`src/rtl/miriscv_pkg.sv`:
```
// Shared definitions for the miriscv core: datapath width, reset/NOP constants and
// the fetch-buffer entry layout.
package miriscv_pkg;

  localparam int XLEN = 32;
  localparam logic [XLEN-1:0] RESET_PC_DEFAULT = 32'h0000_0000;
  localparam logic [XLEN-1:0] INSTR_NOP = 32'h0000_0013;

  typedef struct packed {
    logic [XLEN-1:0] instr;
    logic [XLEN-1:0] pc;
  } fetch_entry_t;

endpackage

```
`src/rtl/miriscv_fetch_unit_if.sv`:
```
// Fetch stage connections: req/gnt/rvalid instruction-memory bus, redirect input and
// the valid/ready decode interface. The fetch unit is the master side.
interface miriscv_fetch_unit_if;
  import miriscv_pkg::*;

  logic            instr_req_o;
  logic [XLEN-1:0] instr_addr_o;
  logic            instr_gnt_i;
  logic            instr_rvalid_i;
  logic [XLEN-1:0] instr_rdata_i;
  logic            redirect_i;
  logic [XLEN-1:0] redirect_pc_i;
  logic            fetch_valid_o;
  logic            fetch_ready_i;
  logic [XLEN-1:0] fetch_instr_o;
  logic [XLEN-1:0] fetch_pc_o;

  modport master (
    output instr_req_o, instr_addr_o, fetch_valid_o, fetch_instr_o, fetch_pc_o,
    input  instr_gnt_i, instr_rvalid_i, instr_rdata_i, redirect_i, redirect_pc_i,
           fetch_ready_i
  );

  modport slave (
    input  instr_req_o, instr_addr_o, fetch_valid_o, fetch_instr_o, fetch_pc_o,
    output instr_gnt_i, instr_rvalid_i, instr_rdata_i, redirect_i, redirect_pc_i,
           fetch_ready_i
  );

endinterface

```
`src/rtl/miriscv_sync_fifo.sv`:
```
// Synchronous FIFO with synchronous flush and occupancy count; pointers wrap explicitly
// at DEPTH so non-power-of-2 depths work.
module miriscv_sync_fifo #(
  parameter int WIDTH = 32,
  parameter int DEPTH = 4,
  localparam int PW = (DEPTH > 1) ? $clog2(DEPTH) : 1,
  localparam int CW = $clog2(DEPTH + 1)
) (
  input  logic             clk_i,
  input  logic             arstn_i,
  input  logic             flush,
  input  logic             push,
  input  logic [WIDTH-1:0] wdata,
  input  logic             pop,
  output logic [WIDTH-1:0] rdata,
  output logic [CW-1:0]    count
);

  logic [WIDTH-1:0] mem [DEPTH];
  logic [PW-1:0]    wr_ptr;
  logic [PW-1:0]    rd_ptr;
  logic             do_push;
  logic             do_pop;

  function automatic logic [PW-1:0] ptr_inc(input logic [PW-1:0] p);
    return (p == PW'(DEPTH - 1)) ? '0 : p + PW'(1);
  endfunction

  assign do_pop  = pop && (count != '0);
  assign do_push = push && ((count != CW'(DEPTH)) || do_pop);
  assign rdata   = mem[rd_ptr];

  // NOTE: sequential state uses non-blocking assignments so every flop samples pre-edge values.
  always_ff @(posedge clk_i or negedge arstn_i) begin
    if (!arstn_i) begin
      wr_ptr <= '0;
      rd_ptr <= '0;
      count  <= '0;
    end else if (flush) begin
      wr_ptr <= '0;
      rd_ptr <= '0;
      count  <= '0;
    end else begin
      if (do_push) wr_ptr <= ptr_inc(wr_ptr);
      if (do_pop)  rd_ptr <= ptr_inc(rd_ptr);
      count <= count + CW'(do_push) - CW'(do_pop);
    end
  end

  // NOTE: storage has no reset; the pointers and count alone decide which words are meaningful.
  always_ff @(posedge clk_i) begin
    if (do_push && !flush) mem[wr_ptr] <= wdata;
  end

  assert property (@(posedge clk_i) disable iff (!arstn_i)
    !(push && !flush && (count == CW'(DEPTH)) && !do_pop));

endmodule

```
`src/rtl/miriscv_fetch_unit.sv`:
```
// Instruction fetch stage: credit-limited req/gnt/rvalid issue, in-order PC queue,
// prefetch buffer toward decode, and redirect with discard of in-flight responses.
module miriscv_fetch_unit
  import miriscv_pkg::*;
#(
  parameter logic [XLEN-1:0] RESET_PC = RESET_PC_DEFAULT,
  parameter int              DEPTH    = 4
) (
  input logic                 clk_i,
  input logic                 arstn_i,
  miriscv_fetch_unit_if.master bus
);

  localparam int CW = $clog2(DEPTH + 1);
  typedef logic [CW-1:0] cnt_t;

  logic            started;
  logic            req_pending;
  logic            jump_vld;
  logic [XLEN-1:0] jump_pc;
  logic [XLEN-1:0] fetch_pc;
  logic [XLEN-1:0] target_pc;
  cnt_t            outstanding;
  cnt_t            discard;
  cnt_t            outstanding_nxt;
  cnt_t            discard_nxt;
  cnt_t            buf_count;
  cnt_t            pcq_count;
  logic [XLEN-1:0] pcq_head;
  fetch_entry_t    buf_wdata;
  fetch_entry_t    buf_head;
  logic            buf_empty;
  logic            credit_ok;
  logic            req;
  logic            grant;
  logic            rsp;
  logic            rsp_keep;

  // Buffered entries plus in-flight requests never exceed DEPTH, so every grant owns a slot.
  assign credit_ok = ({1'b0, buf_count} + {1'b0, outstanding}) < (CW + 1)'(DEPTH);
  assign req       = started && (credit_ok || req_pending);
  assign grant     = req && bus.instr_gnt_i;
  // An rvalid with nothing outstanding is a leftover from before reset.
  assign rsp       = bus.instr_rvalid_i && (outstanding != '0);
  assign rsp_keep  = rsp && (discard == '0) && !bus.redirect_i;
  assign target_pc = {bus.redirect_pc_i[XLEN-1:2], 2'b00};

  assign outstanding_nxt = outstanding + cnt_t'(grant) - cnt_t'(rsp);
  assign discard_nxt     = discard - cnt_t'(rsp && (discard != '0));

  always_ff @(posedge clk_i or negedge arstn_i) begin
    if (!arstn_i) begin
      started     <= 1'b0;
      req_pending <= 1'b0;
      jump_vld    <= 1'b0;
      jump_pc     <= RESET_PC;
      fetch_pc    <= RESET_PC;
      outstanding <= '0;
      discard     <= '0;
    end else begin
      started     <= 1'b1;
      req_pending <= req && !bus.instr_gnt_i;
      outstanding <= outstanding_nxt;
      if (bus.redirect_i) begin
        discard <= outstanding_nxt;
        // An ungranted request must stay on the bus; the jump is parked until it is granted.
        if (req && !bus.instr_gnt_i) begin
          jump_vld <= 1'b1;
          jump_pc  <= target_pc;
        end else begin
          jump_vld <= 1'b0;
          fetch_pc <= target_pc;
        end
      end else if (grant && jump_vld) begin
        discard  <= discard_nxt + cnt_t'(1);
        jump_vld <= 1'b0;
        fetch_pc <= jump_pc;
      end else begin
        discard <= discard_nxt;
        if (grant) fetch_pc <= fetch_pc + 32'd4;
      end
    end
  end

  miriscv_sync_fifo #(.WIDTH(XLEN), .DEPTH(DEPTH)) u_pc_queue (
    .clk_i   (clk_i),
    .arstn_i (arstn_i),
    .flush   (bus.redirect_i),
    .push    (grant && !jump_vld),
    .wdata   (fetch_pc),
    .pop     (rsp_keep),
    .rdata   (pcq_head),
    .count   (pcq_count)
  );

  assign buf_wdata = '{instr: bus.instr_rdata_i, pc: pcq_head};

  miriscv_sync_fifo #(.WIDTH($bits(fetch_entry_t)), .DEPTH(DEPTH)) u_fetch_buf (
    .clk_i   (clk_i),
    .arstn_i (arstn_i),
    .flush   (bus.redirect_i),
    .push    (rsp_keep),
    .wdata   (buf_wdata),
    .pop     (!buf_empty && bus.fetch_ready_i),
    .rdata   (buf_head),
    .count   (buf_count)
  );

  assign buf_empty         = (buf_count == '0);
  assign bus.instr_req_o   = req;
  assign bus.instr_addr_o  = fetch_pc;
  assign bus.fetch_valid_o = !buf_empty;
  assign bus.fetch_instr_o = buf_empty ? '0 : buf_head.instr;
  assign bus.fetch_pc_o    = buf_empty ? '0 : buf_head.pc;

  assert property (@(posedge clk_i) disable iff (!arstn_i)
    (int'(buf_count) + int'(outstanding)) <= DEPTH);
  assert property (@(posedge clk_i) disable iff (!arstn_i)
    (int'(pcq_count) + int'(discard)) == int'(outstanding));

endmodule

```
`src/flat_wrapper.sv`:
```
// flat-port wrapper written by rule: the top's interface ports become plain ports
module miriscv_fetch_unit_flat import miriscv_pkg::*;
#(
  parameter logic [XLEN-1:0] RESET_PC = RESET_PC_DEFAULT,
  parameter int              DEPTH    = 4
)
  (clk_i, arstn_i, bus_instr_req_o, bus_instr_addr_o, bus_fetch_valid_o, bus_fetch_instr_o, bus_fetch_pc_o, bus_instr_gnt_i, bus_instr_rvalid_i, bus_instr_rdata_i, bus_redirect_i, bus_redirect_pc_i, bus_fetch_ready_i);
  miriscv_fetch_unit_if bus_i ();
  input logic clk_i;
  input logic arstn_i;
  output wire logic [$bits(bus_i.instr_req_o)-1:0] bus_instr_req_o;
  output wire logic [$bits(bus_i.instr_addr_o)-1:0] bus_instr_addr_o;
  output wire logic [$bits(bus_i.fetch_valid_o)-1:0] bus_fetch_valid_o;
  output wire logic [$bits(bus_i.fetch_instr_o)-1:0] bus_fetch_instr_o;
  output wire logic [$bits(bus_i.fetch_pc_o)-1:0] bus_fetch_pc_o;
  input wire logic [$bits(bus_i.instr_gnt_i)-1:0] bus_instr_gnt_i;
  input wire logic [$bits(bus_i.instr_rvalid_i)-1:0] bus_instr_rvalid_i;
  input wire logic [$bits(bus_i.instr_rdata_i)-1:0] bus_instr_rdata_i;
  input wire logic [$bits(bus_i.redirect_i)-1:0] bus_redirect_i;
  input wire logic [$bits(bus_i.redirect_pc_i)-1:0] bus_redirect_pc_i;
  input wire logic [$bits(bus_i.fetch_ready_i)-1:0] bus_fetch_ready_i;
  assign bus_instr_req_o = bus_i.instr_req_o;
  assign bus_instr_addr_o = bus_i.instr_addr_o;
  assign bus_fetch_valid_o = bus_i.fetch_valid_o;
  assign bus_fetch_instr_o = bus_i.fetch_instr_o;
  assign bus_fetch_pc_o = bus_i.fetch_pc_o;
  assign bus_i.instr_gnt_i = bus_instr_gnt_i;
  assign bus_i.instr_rvalid_i = bus_instr_rvalid_i;
  assign bus_i.instr_rdata_i = bus_instr_rdata_i;
  assign bus_i.redirect_i = bus_redirect_i;
  assign bus_i.redirect_pc_i = bus_redirect_pc_i;
  assign bus_i.fetch_ready_i = bus_fetch_ready_i;
  miriscv_fetch_unit #(.RESET_PC(RESET_PC), .DEPTH(DEPTH)) u_core (.clk_i(clk_i), .arstn_i(arstn_i), .bus(bus_i));
endmodule
```
`config.mk`:
```
export PLATFORM = sky130hd
export DESIGN_NAME = miriscv_fetch_unit_flat
export DESIGN_NICKNAME = d
export VERILOG_FILES = /design/src/rtl/miriscv_pkg.sv /design/src/rtl/miriscv_fetch_unit_if.sv /design/src/rtl/miriscv_sync_fifo.sv /design/src/rtl/miriscv_fetch_unit.sv /design/src/flat_wrapper.sv
export SDC_FILE = /design/constraint.sdc
export NUM_CORES = 1
export LEC_CHECK = 0
export BUFFER_PORTS_ARGS = -buffer_cell sky130_fd_sc_hd__buf_2
export CORE_AREA = 4 4 211 233
export CTS_CLUSTER_SIZE = 8
export DETAILED_ROUTE_END_ITERATION = 10
export DIE_AREA = 0 0 215 237
export GPL_ROUTABILITY_DRIVEN = 0
export SLEW_MARGIN = 10
export SYNTH_ARGS = -nofsm -noshare
export SYNTH_HDL_FRONTEND = slang
export SYNTH_SLANG_ARGS = --single-unit
```
`constraint.sdc`:
```
create_clock -name clk_i -period 7.1 [get_ports clk_i]
set_clock_uncertainty 0.05 [all_clocks]
set_input_delay 1.065 -clock clk_i [delete_from_list [all_inputs] [get_ports clk_i]]
set_output_delay 1.065 -clock clk_i [all_outputs]
set_load 0.02 [all_outputs]
```
== Yosys cells after proc, flatten, opt, wreduce, memory -nomap -nowiden ==
Memory sizes are Yosys's and may differ from the RTL's.
Cells that the tools add are included.
Word-level totals
  bits in registers: 85
  bits in writable memories: 384
  input bits: 70
  output and inout bits: 98
  word-level logic and storage cells: 103
  memories kept: 2
Operators by class
  add/subtract/negate cells: 14
  order comparisons: 1
  eq/ne operators: 7
  multiplexer cells: 29
  reductions and logical operators: 37
Memories
  u_core.u_fetch_buf.mem: depth 4, width 64, read ports 1, clocked after Yosys merged registers in 0, wr ports 1, line miriscv_sync_fifo.sv:19  | logic [WIDTH-1:0] mem [DEPTH];
  u_core.u_pc_queue.mem: depth 4, width 32, read ports 1, clocked after Yosys merged registers in 0, wr ports 1, line miriscv_sync_fifo.sv:19
Operators by type and width (number)
  2-to-1 mux 32 bit: 6
  adder 32 x 3 -> 32 bit (second input constant): 1
  2-to-1 mux 2 bit: 12
  logical AND 1 bit: 16
  nonzero test 3 bit: 5
  2-to-1 mux 3 bit: 4
  subtractor 3 x 1 -> 3 bit: 4
  nonzero test 2 bit: 5
  adder 3 x 1 -> 3 bit: 3
  adder 2 x 1 -> 2 bit (second input constant): 4
  equality test 2 bit (second input constant): 4
  2-to-1 mux 1 bit: 7
  logical NOT 3 bit: 2
  inequality test 3 bit (second input constant): 2
  adder 3 x 3 -> 4 bit: 1
  logical NOT 1 bit: 4
  < comparator 4 x 3 -> 1 bit (second input constant): 1
  AND reduction 2 bit: 2
  adder 3 x 1 -> 3 bit (second input constant): 1
  logical OR 1 bit: 3
  inequality test 2 bit (second input constant): 1

== Longest topological paths before layout ==
Gate-level depths: netlist (run 1).
  depth in word-level cells: 10
  depth in mapped cells: 12
  depth with buffers taken out: 12

== Hierarchy ==
Synthesis (run 1) repeated with hierarchy kept, for this count alone.
Unflattened totals
  cell total of the unflattened synthesis: 1086
  area, all modules: 19232.2 um^2
Modules (own cells, without submodules)
  miriscv_sync_fifo (u_core.u_fetch_buf): times used 1, cells an instance 379, area an instance 9660.5 um^2, seq. area each 7862.5 um^2
  miriscv_sync_fifo (u_core.u_pc_queue): times used 1, cells an instance 213, area an instance 5057.4 um^2, seq. area each 4018.9 um^2
  miriscv_fetch_unit: times used 1, cells an instance 494, area an instance 4514.3 um^2, seq. area each 1726.7 um^2

== Least setup slack after synthesis (run 1) ==
No wires, ideal clock.
  path kind: in2reg
  start: input bus_redirect_i
  end: memory u_core.u_fetch_buf.mem[0][10] (netlist bit), enable pin
  setup time: 0.426 ns
  arrival time: 3.296 ns
  data required time: 6.624 ns
  setup slack: 3.327 ns
  cell stages on the path: 5
  cell sequence: clkbuf_1 > inv_2 > nand3b_1 > nor2_1 > and2_1
On the way
  word-level cells in the longest chain between the ends: 6
RTL lines
  start: declaration: line flat_wrapper.sv:19  | input wire logic [$bits(bus_i.redirect_i)-1:0] bus_redirect_i;
  logical NOT 1 bit (*): line miriscv_sync_fifo.sv:52, miriscv_fetch_unit.sv:45
  logical AND 1 bit: line miriscv_fetch_unit.sv:45  | assign rsp_keep = rsp && (discard == '0) && !bus.redirect_i;
  logical AND 1 bit: line miriscv_sync_fifo.sv:30  | assign do_push = push && ((count != CW'(DEPTH)) || do_pop);
  logical AND 1 bit (*): line miriscv_sync_fifo.sv:52  | if (do_push && !flush) mem[wr_ptr] <= wdata;
  2-to-1 mux 1 bit (*): line miriscv_sync_fifo.sv:52
  2-to-1 mux 1 bit (not written as such) (*): line miriscv_sync_fifo.sv:52
  end: declaration: line miriscv_sync_fifo.sv:19
Mark *: on every way between the ends. The rest lies on a longest branch, timed or not.

== Worst setup path after layout (run 1) ==
  start: register u_core.u_fetch_buf.rd_ptr[0]
  end: output bus_fetch_pc_o[18]
On the way
  word-level cells in the longest chain between the ends: 2
RTL lines
  start: declaration: line miriscv_sync_fifo.sv:21  | logic [PW-1:0] rd_ptr;
  start signal: assignment: line miriscv_sync_fifo.sv:45  | if (do_pop) rd_ptr <= ptr_inc(rd_ptr);
  memory (4 x 64 bit)
  2-to-1 mux 32 bit: line miriscv_fetch_unit.sv:114  | assign bus.fetch_pc_o = buf_empty ? '0 : buf_head.pc;
  end: declaration: line flat_wrapper.sv:15  | output wire logic [$bits(bus_i.fetch_pc_o)-1:0] bus_fetch_pc_o;
Every way passes these cells.

==> impl_metrics.py, run 1 <==
metrics = {
    "setup_path": {
        "crit_fanout": 36,
        "crit_type": "register to primary output",
        "critPathCaptureType": "primary output",
        "r2r_end": "u_core.bus.instr_addr_o[18]$_DFFE_PN0P_",
        "rr_worst_depth": 8,
        "rr_startpoint": "u_core.u_fetch_buf.count[1]$_DFF_PN0_",
        "worstSetupStartpointType": "register",
        "critPathArrivalTime_ps": 3110,
        "required_ps": 5980,
        "rrSetupSlack_ps": 3870,
    },
    "sta": {
        "rsz0062_at_grt": "no",
        "tightest_slew_ps": 979.9,
        "fin_crit_sh": 0.5957,
        "slew_violations": 0,
        "finalCriticalPeriod_ps": 4230,
        "slew-limit-headroom": 0.3460,
        "whs_ps": 444.3,
        "clock.fmax_ghz": 0.2364,
        "setup_viol": 0,
        "setup_tns_ps": 0,
        "hold_violations": 0,
    },
    "floorplanning": {
        "rows": 83,
        "core_um2": 46630,
        "die_w_um": 215,
        "dieArea_um2": 50960,
        "initial_core_util": 0.3966,
        "die_y_um": 237,
        "ios": 168,
    },
    "synth": {
        "synthCells": 1054,
        "yosys_warnings": 0,
        "ys_ff_latch": 451,
        "yosysSeqAreaShare": 0.7098,
        "postSynthAreaPerCell_um2": 17.55,
        "netlist_area_um2": 18490,
        "synthArstFlopShare": 0.1840,
        "synth.distinct_cells": 62,
        "synth-edff-count": 368,
        "synth_ff_type": "edfxtp_1",
    },
    "clock_tree": {
        "cts_buffer_depth": 3,
        "clk_pin_slew_ps": 50,
        "ctsHoldBuffers": 0,
        "postCtsResizedCells": 0,
        "insertion_delay_ps": 560,
        "cts.sinks": 451,
        "post_cts_buffers": 0,
        "cts_tree": "done",
        "cts_made_buffers": 66,
        "htreeDepth": 3,
        "cts_root_buf": "clkbuf_16",
    },
    "power_and_ir_drop": {
        "p_per_area_nw_per_um2": 392.6,
        "total_power_w": 0.008558,
        "max-vdd-ir-drop_mv": 0.2217,
        "p_leak_nw": 7.679,
    },
    "placement": {
        "port-buffer-count": 161,
        "hpwl_mm": 23.98,
        "dp_cells": 1768,
    },
    "cells_and_area": {
        "final_util": 0.4675,
        "instances_no_fill": 1862,
        "areaGrowthSynthToFinish_pct": 17.86,
        "drive_above_1_share": 0.3165,
        "antennaDiodeCount": 0,
        "nets": 1334,
    },
    "detailed_routing": {
        "ant_nets": 0,
        "routed_via_density": 5.313,
        "vias": 9892,
        "wl_per_cell_um": 21.31,
        "dr.pass1.iters": 5,
        "drc": 0,
        "drt_iter0_drc": 573,
        "routed_wl_mm": 39.67,
    },
    "global_route": {
        "grt_usage": 0.1573,
        "overflow": 0,
        "grt_pass1_wl_mm": 62.35,
        "first_global_vias": 10540,
        "antenna_found_initial": 0,
        "grt_max_degree": 66,
    },
    "run_status": {
        "status": "finished clean",
    },
    "min_path": {
        "hold_class": "primary input to async pin",
    },
    "job": {
        "cap_violations": 0,
    },
}
sequential cells by signal, summed over array words and instances (netlist names):
register                   flops
u_core.outstanding             3
u_core.u_fetch_buf.count       3
u_core.u_fetch_buf.rd_ptr      2
u_core.started                 1
u_core.jump_vld                1
u_core.jump_pc                30
u_core.discard                 3
u_core.u_pc_queue.wr_ptr       2
u_core.bus.instr_addr_o       30
u_core.u_pc_queue.mem        120
u_core.u_fetch_buf.wr_ptr      2
u_core.u_fetch_buf.mem       248
u_core.u_pc_queue.count        3
u_core.u_pc_queue.rd_ptr       2
u_core.req_pending             1
cells in the mapped netlist (all sizes together) (8+ instances only):
master	count	area share
buf	30	0.0085
nand3	23	0.0068
inv	23	0.0047
and2	77	0.026
and3	8	0.0027
a21oi	40	0.011
mux2	30	0.018
ha	20	0.014
o211ai	8	0.0032
o21ai	20	0.0054
nand4	8	0.0034
nor3	13	0.0041
mux4	92	0.11
xor2	12	0.0057
edfxtp	368	0.60
o22a	8	0.0038
dfrtp	83	0.11
xnor2	12	0.0057
nand2	42	0.0089
clkbuf	29	0.0059
nor2	41	0.0083
cell families (layout without fill, tap and decap cells):
logic type                 count (synthesis)  after routing  synth area share
other                                      2              5         0.0004061
xor gates and xnor gates                  24             24           0.01137
buffers and inverters                     83            293           0.01928
muxes                                    128            128            0.1335
and+or+nand+nor                          233            233           0.07016
adders and majority gates                 23             23           0.01678
AOI/OAI and AO/OA                        110            110           0.03863
DFF                                      451            451            0.7098
report_power, final:
part | switching (W) | internal [W] | leakage, nW
Sequential | 0.000431 | 0.00326 | 4.31
Clock | 0.00104 | 0.00179 | 0.908
Combinational | 0.00119 | 0.000850 | 2.46
per-layer routing:
metal / vias to the layer above / routed length (um) / global-route usage
li1: 4471 / - / -
met1: 5118 / 17760 / 0.2114
met2: 253 / 19040 / 0.2561
met3: 50 / 2139 / 0.03465
met4: 0 / 728 / 0.05330
met5: - / 0 / 0
worst max-delay path by stage:
stage | cells after the start | end | slack [ps] | from
global placement | 6 | u_core.u_fetch_buf.mem[1][41]$_DFFE_PP_ | 2690 | bus_redirect_i
floorplan | 5 | u_core.u_fetch_buf.mem[0][10]$_DFFE_PP_ | 3330 | bus_redirect_i
global route | 4 | bus_fetch_pc_o[16] | 2590 | u_core.u_fetch_buf.rd_ptr[0]$_DFFE_PN0P_
detailed placement | 6 | u_core.u_fetch_buf.mem[1][43]$_DFFE_PP_ | 2660 | bus_redirect_i
finish | 4 | bus_fetch_pc_o[18] | 2870 | u_core.u_fetch_buf.rd_ptr[0]$_DFFE_PN0P_
CTS | 4 | bus_fetch_pc_o[18] | 2700 | u_core.u_fetch_buf.rd_ptr[0]$_DFFE_PN0P_
area by class of cell:
cell class / instances / area [um^2]
Inverter: 24 / 91.34
Sequential cell: 451 / 13140
Fill cell: 4044 / 24830
Tap cell: 595 / 744.5
Clock buffer: 93 / 1859
Multi-Input combinational cell: 523 / 5037
Clock inverter: 1 / 16.27
Timing Repair Buffer: 175 / 913.4
stage by stage:
stage               worst slack, ps  instance area, um^2
detailed placement             2660                19920
global placement               2687                19920
global route                   2592                21800
finish                         2870                21800
floorplan                      3327                18510
CTS                            2702                21800
cells in the final DEF (no fill, tap or decap), drive strengths merged, types with 13 or more instances in the layout:
master  instances
a21oi          40
and2           77
buf           175
clkbuf         93
dfrtp          83
edfxtp        368
ha             20
inv            23
mux2           30
mux4           92
nand2          42
nand3          23
nor2           41
nor3           13
o21ai          20
worst max-delay path: stages (launching register included):
cell     delay [ps]
dfrtp_4         910
buf_4           650
mux4_2          580
and2_1          200
buf_2           170
No activity file was read; power rests on OpenSTA's default activity.
==> run 2, diff against run 1 <==
==> constraint.sdc (replaced) <==
create_clock -name clk_i -period 3.92 [get_ports clk_i]
set_clock_uncertainty 0.05 [all_clocks]
set_input_delay 0.588 -clock clk_i [delete_from_list [all_inputs] [get_ports clk_i]]
set_output_delay 0.588 -clock clk_i [all_outputs]
set_load 0.02 [all_outputs]
==> impl_metrics.py, run 2 (same netlist as run 1, synthesis figures left out) <==
metrics = {
    "clock_tree": {
        "cts.sinks": 451,
        "cts_root_buf": "clkbuf_16",
        "insertion_delay_ps": 570,
        "cts_buffer_depth": 3,
        "htreeDepth": 3,
        "post_cts_buffers": 0,
        "postCtsResizedCells": 0,
        "cts_made_buffers": 66,
        "clk_pin_slew_ps": 50,
        "ctsHoldBuffers": 0,
        "cts_tree": "done",
    },
    "cells_and_area": {
        "antennaDiodeCount": 0,
        "final_cell_mix": "368 x edfxtp_1, 160 x buf_2, 92 x mux4_2",
        "reg_top3": "u_core.u_fetch_buf.mem (248), u_core.u_pc_queue.mem (120)",
        "largest-register": "u_core.u_fetch_buf.mem",
        "final_common_cell": "edfxtp_1",
        "drive_above_1_share": 0.3217,
        "nets": 1351,
        "areaGrowthSynthToFinish_pct": 18.56,
        "largest_reg_flops": 248,
    },
    "setup_path": {
        "crit_fanout": 27,
        "path_cells": "buf_4 -> mux4_2 -> and2_1 -> buf_2",
        "worstSetupStartpointType": "register",
        "crit_type": "register to primary output",
        "critPathArrivalTime_ps": 2580,
        "required_ps": 3280,
        "critPathCaptureType": "primary output",
        "slowest_stage": "dfrtp_4",
        "slowest_delay_ps": 780,
    },
    "sta": {
        "setup_tns_ps": 0,
        "tightest_slew_ps": 890.7,
        "rsz0062_at_grt": "no",
        "finalCriticalPeriod_ps": 3220,
        "clock.fmax_ghz": 0.3106,
        "fin_crit_sh": 0.8214,
        "slew-limit-headroom": 0.4062,
        "hold_violations": 0,
        "slew_violations": 0,
        "setup_viol": 0,
    },
    "power_and_ir_drop": {
        "max-vdd-ir-drop_mv": 0.4425,
        "total_power_w": 0.01543,
        "p_per_area_nw_per_um2": 703.9,
        "power_frac_comb": 0.248,
        "internal_power_w": 0.01059,
        "p_leak_nw": 7.746,
        "p_clk_frac": 0.323,
        "seq_power_share": 0.429,
        "p_sw_frac": 0.3142,
        "switchingPower_w": 0.004849,
    },
    "global_route": {
        "antenna_found_initial": 0,
        "grt_usage": 0.1584,
        "overflow": 0,
        "first_global_vias": 10630,
        "grt_pass1_wl_mm": 62.64,
        "grt_max_degree": 66,
    },
    "detailed_routing": {
        "highest_layer": "met4",
        "drt_iter0_drc": 632,
        "routed_wl_mm": 40.08,
        "ant_nets": 0,
        "wl_per_cell_um": 21.33,
        "wl_met3_mm": 2.245,
        "wl_met1_mm": 17.80,
        "vias": 9986,
        "drc": 0,
        "dr.pass1.iters": 5,
        "met2_length_mm": 19.14,
        "routed_via_density": 5.315,
    },
    "placement": {
        "hpwl_mm": 24.22,
        "port-buffer-count": 161,
    },
    "floorplanning": {
        "dieArea_um2": 50960,
        "initial_core_util": 0.3966,
        "die_y_um": 237,
        "rows": 83,
        "die_w_um": 215,
        "ios": 168,
        "core_um2": 46630,
    },
    "run_status": {
        "status": "finished clean",
    },
    "job": {
        "cap_violations": 0,
    },
    "min_path": {
        "hold_class": "primary input to async pin",
    },
}
## run 2: cell types whose count changed in the layout (fill, tap and decap cells not counted)
| cell | before | now |
|---|---|---|
| buf_4 | 15 | 25 |
| buf_12 | 0 | 7 |
| and2_1 | 69 | 73 |
| and2_2 | 8 | 4 |
| clkbuf_16 | 71 | 67 |
| inv_6 | 0 | 3 |
| clkbuf_1 | 22 | 23 |
| clkinv_2 | 1 | 2 |
| clkinv_8 | 1 | 0 |
## run 2: metrics by stage
stage	cells	util	hold WS, ps	cell area, um^2	setup slack (ps)
3_3_place_gp	1785	0.4317	433.8	20130	958.6
5_1_grt	1879	0.4702	147.7	21930	485.6
3_5_place_dp	1785	0.4317	437.8	20130	929.2
2_1_floorplan	1057	-	242.4	18510	624.2
6_report	1879	0.4702	92.89	21930	700.0
4_1_cts	1879	0.4702	104.0	21930	544.4
## run 2: metal layers
layer,vias up,track usage
met5,-,0
met3,70,0.03940
met1,5143,0.2139
met2,266,0.2531
li1,4507,-
met4,0,0.05428
## run 2: final timing paths
kind                       slack, ps                                      end                                startpoint  depth (start not counted)
hold / removal                    90           u_core.jump_pc[19]$_DFFE_PN0P_                                   arstn_i                          1
hold reg to reg                  440           u_core.jump_pc[16]$_DFFE_PN0P_            u_core.jump_pc[16]$_DFFE_PN0P_                          1
max in group asynchronous       2870    u_core.u_fetch_buf.count[0]$_DFF_PN0_                                   arstn_i                          2
setup reg to reg                 930    u_core.u_pc_queue.mem[0][8]$_DFFE_PP_     u_core.u_fetch_buf.count[2]$_DFF_PN0_                          8
min in group clk_i               200  u_core.u_fetch_buf.mem[2][44]$_DFFE_PP_                     bus_instr_rdata_i[12]                          1
setup / recovery                 700                    bus_fetch_instr_o[14]  u_core.u_fetch_buf.rd_ptr[0]$_DFFE_PN0P_                          4
## run 2: layout make-up
class | instances | area [um^2]
clock buffer | 90 | 1763
fill | 3974 | 24700
timing repair buffer | 192 | 1129
sequential | 451 | 13140
clock inverter | 4 | 31.28
tap | 595 | 744.5
inverter | 24 | 91.34
multi-input combinational | 523 | 5032
## run 2: worst max-delay path: cells and delay by family, from the launching register on
family,cells,cell delay [ps]
mux,1,540
buf+inv,2,530
simple gates,1,180
flops,1,780
## run 2: power groups by stage
stage	clock [W]	combinational [W]	sequential [W]
finish	0.00499	0.00383	0.00662
global route	0.00535	0.00421	0.00672
CTS	0.00515	0.00391	0.00662
detailed placement	0	0.00389	0.00671
global placement	0	0.00386	0.00666
floorplan	0	0.00255	0.00658
==> run 3, diff against run 2 <==
==> constraint.sdc (replaced) <==
create_clock -name clk_i -period 3.1 [get_ports clk_i]
set_clock_uncertainty 0.05 [all_clocks]
set_input_delay 0.465 -clock clk_i [delete_from_list [all_inputs] [get_ports clk_i]]
set_output_delay 0.465 -clock clk_i [all_outputs]
set_load 0.02 [all_outputs]
==> impl_metrics.py, run 3 (same netlist as run 1, synthesis figures left out) <==
metrics = {
    "setup_path": {
        "r2r_end": "u_core.u_pc_queue.count[2]$_DFF_PN0_",
        "cp.buffers_inverters": 2,
        "required_ps": 2580,
        "crit_type": "register to primary output",
        "worstSetupStartpointType": "register",
        "path_cells": "or3_2 -> buf_4 -> and2_1 -> buf_2",
        "rr_startpoint": "u_core.u_fetch_buf.count[2]$_DFF_PN0_",
        "rr_worst_depth": 12,
        "critical-path-top-delay-family": "simple AND/OR/NAND/NOR gates",
        "critPathCaptureType": "primary output",
        "critPathArrivalTime_ps": 2400,
        "slowest_delay_ps": 500,
        "slowest_stage": "or3_2",
        "crit_fanout": 64,
        "rrSetupSlack_ps": 260,
    },
    "global_route": {
        "grt_max_degree": 65,
        "first_global_vias": 10840,
        "overflow": 0,
        "antenna_found_initial": 0,
        "grt_pass1_wl_mm": 63.42,
        "grt_usage": 0.1597,
    },
    "clock_tree": {
        "cts_root_buf": "clkbuf_16",
        "clk_pin_slew_ps": 50,
        "postCtsResizedCells": 0,
        "cts_tree": "done",
        "insertion_delay_ps": 570,
        "cts_buffer_depth": 3,
        "cts_made_buffers": 66,
        "cts.sinks": 451,
        "htreeDepth": 3,
    },
    "floorplanning": {
        "dieArea_um2": 50960,
        "rows": 83,
        "initial_core_util": 0.3966,
        "ios": 168,
        "die_w_um": 215,
        "die_y_um": 237,
        "core_um2": 46630,
    },
    "min_path": {
        "hold_class": "primary input to register",
        "worstHoldStart": "bus_instr_rdata_i[11]",
        "holdPathStages": 1,
        "min_delay_worst_endpoint": "u_core.u_fetch_buf.mem[1][43]$_DFFE_PP_",
    },
    "cells_and_area": {
        "reg_top3": "u_core.u_fetch_buf.mem (248), u_core.u_pc_queue.mem (120)",
        "final_cell_mix": "368 x edfxtp_1, 160 x buf_2, 92 x mux4_2",
        "largest-register": "u_core.u_fetch_buf.mem",
        "largest_reg_flops": 248,
        "areaGrowthSynthToFinish_pct": 20.19,
        "nets": 1369,
        "final_common_cell": "edfxtp_1",
        "antennaDiodeCount": 0,
        "drive_above_1_share": 0.3305,
        "fill_cells": 3953,
    },
    "sta": {
        "hold_violations": 0,
        "slew_violations": 0,
        "slew-limit-headroom": 0.5521,
        "fin_crit_sh": 0.9399,
        "setup_tns_ps": 0,
        "tightest_slew_ps": 671.8,
        "setup_viol": 0,
        "finalCriticalPeriod_ps": 2914,
        "clock.fmax_ghz": 0.3432,
        "rsz0062_at_grt": "no",
    },
    "detailed_routing": {
        "drc": 0,
        "dr.pass1.iters": 4,
        "wl_per_cell_um": 21.11,
        "drt_iter0_drc": 587,
        "routed_via_density": 5.304,
        "ant_nets": 0,
        "vias": 10070,
        "routed_wl_mm": 40.08,
    },
    "run_status": {
        "status": "finished clean",
    },
    "placement": {
        "hpwl_mm": 24.88,
        "port-buffer-count": 161,
    },
    "job": {
        "cap_violations": 0,
    },
    "power_and_ir_drop": {
        "max-vdd-ir-drop_mv": 0.4405,
        "p_per_area_nw_per_um2": 890.4,
        "total_power_w": 0.01979,
        "p_leak_nw": 7.901,
    },
}
-- run 3: cell type report --
cell class / instances / area (um^2) / share of cell area
Sequential cell: 451 / 13130 / 0.5909
Multi-Input combinational cell: 523 / 5032 / 0.2264
Clock buffer: 94 / 1863 / 0.08382
Timing Repair Buffer: 210 / 1349 / 0.06068
Tap cell: 595 / 744.5 / 0.03349
Inverter: 24 / 91.34 / 0.004109
Clock inverter: 2 / 13.76 / 0.0006192
-- run 3: worst max-delay path by stage --
stage | from | endpoint | cells after the start
after floorplan | u_core.u_fetch_buf.count[2]$_DFF_PN0_ | u_core.u_pc_queue.mem[3][10]$_DFFE_PP_ | 7
after global placement | u_core.u_fetch_buf.count[2]$_DFF_PN0_ | u_core.u_pc_queue.count[2]$_DFF_PN0_ | 12
after detailed placement | u_core.u_fetch_buf.count[2]$_DFF_PN0_ | u_core.u_pc_queue.count[2]$_DFF_PN0_ | 12
after CTS | u_core.u_fetch_buf.count[1]$_DFF_PN0_ | bus_fetch_pc_o[22] | 4
after global routing | u_core.u_fetch_buf.count[1]$_DFF_PN0_ | u_core.u_pc_queue.count[2]$_DFF_PN0_ | 12
final | u_core.u_fetch_buf.count[1]$_DFF_PN0_ | bus_fetch_pc_o[22] | 4
-- run 3: per-stage QoR --
stage	instance area, um^2	worst slack, ps	util	std cells	hold WS (ps)
6_report	22230	186.2	0.4767	1899	62.77
5_1_grt	22230	23.78	0.4767	1899	45.91
4_1_cts	22230	103.9	0.4767	1899	24.95
3_5_place_dp	20330	261.0	0.4359	1801	438.3
3_3_place_gp	20330	273.6	0.4359	1801	431.4
2_1_floorplan	18510	255.8	-	1057	119.4
-- run 3: timing repair --
action	4_1_cts	5_1_grt
hold buffers	1	0
hold endpoints to repair	42	0
setup endpoints to repair	1	0
setup buffers	1	0
-- run 3: metal layers --
metal	GRT usage	wire length, um	share of wire
met3	0.03555	2061	0.051
met2	0.2613	19570	0.49
met1	0.2129	17680	0.44
met4	0.05467	770	0.019
met5	0	0	0
-- run 3: report_power, final --
group | total [W] | leakage [nW] | switching [W] | internal (W)
clock | 0.00651 | 0.911 | 0.00241 | 0.00410
sequential | 0.00834 | 4.31 | 0.000877 | 0.00747
combinational | 0.00494 | 2.68 | 0.00286 | 0.00208
-- run 3: worst reg2reg max path: stages, from the launching register on --
cell      delay, ps
dfrtp_1         410
ha_1            310
nor4b_2         240
a22oi_2         130
clkinv_2        120
nand2_4         100
or3_4           400
o21bai_1        150
ha_1            160
inv_1            50
fa_1            370
xnor2_1         180
nor2_1           60
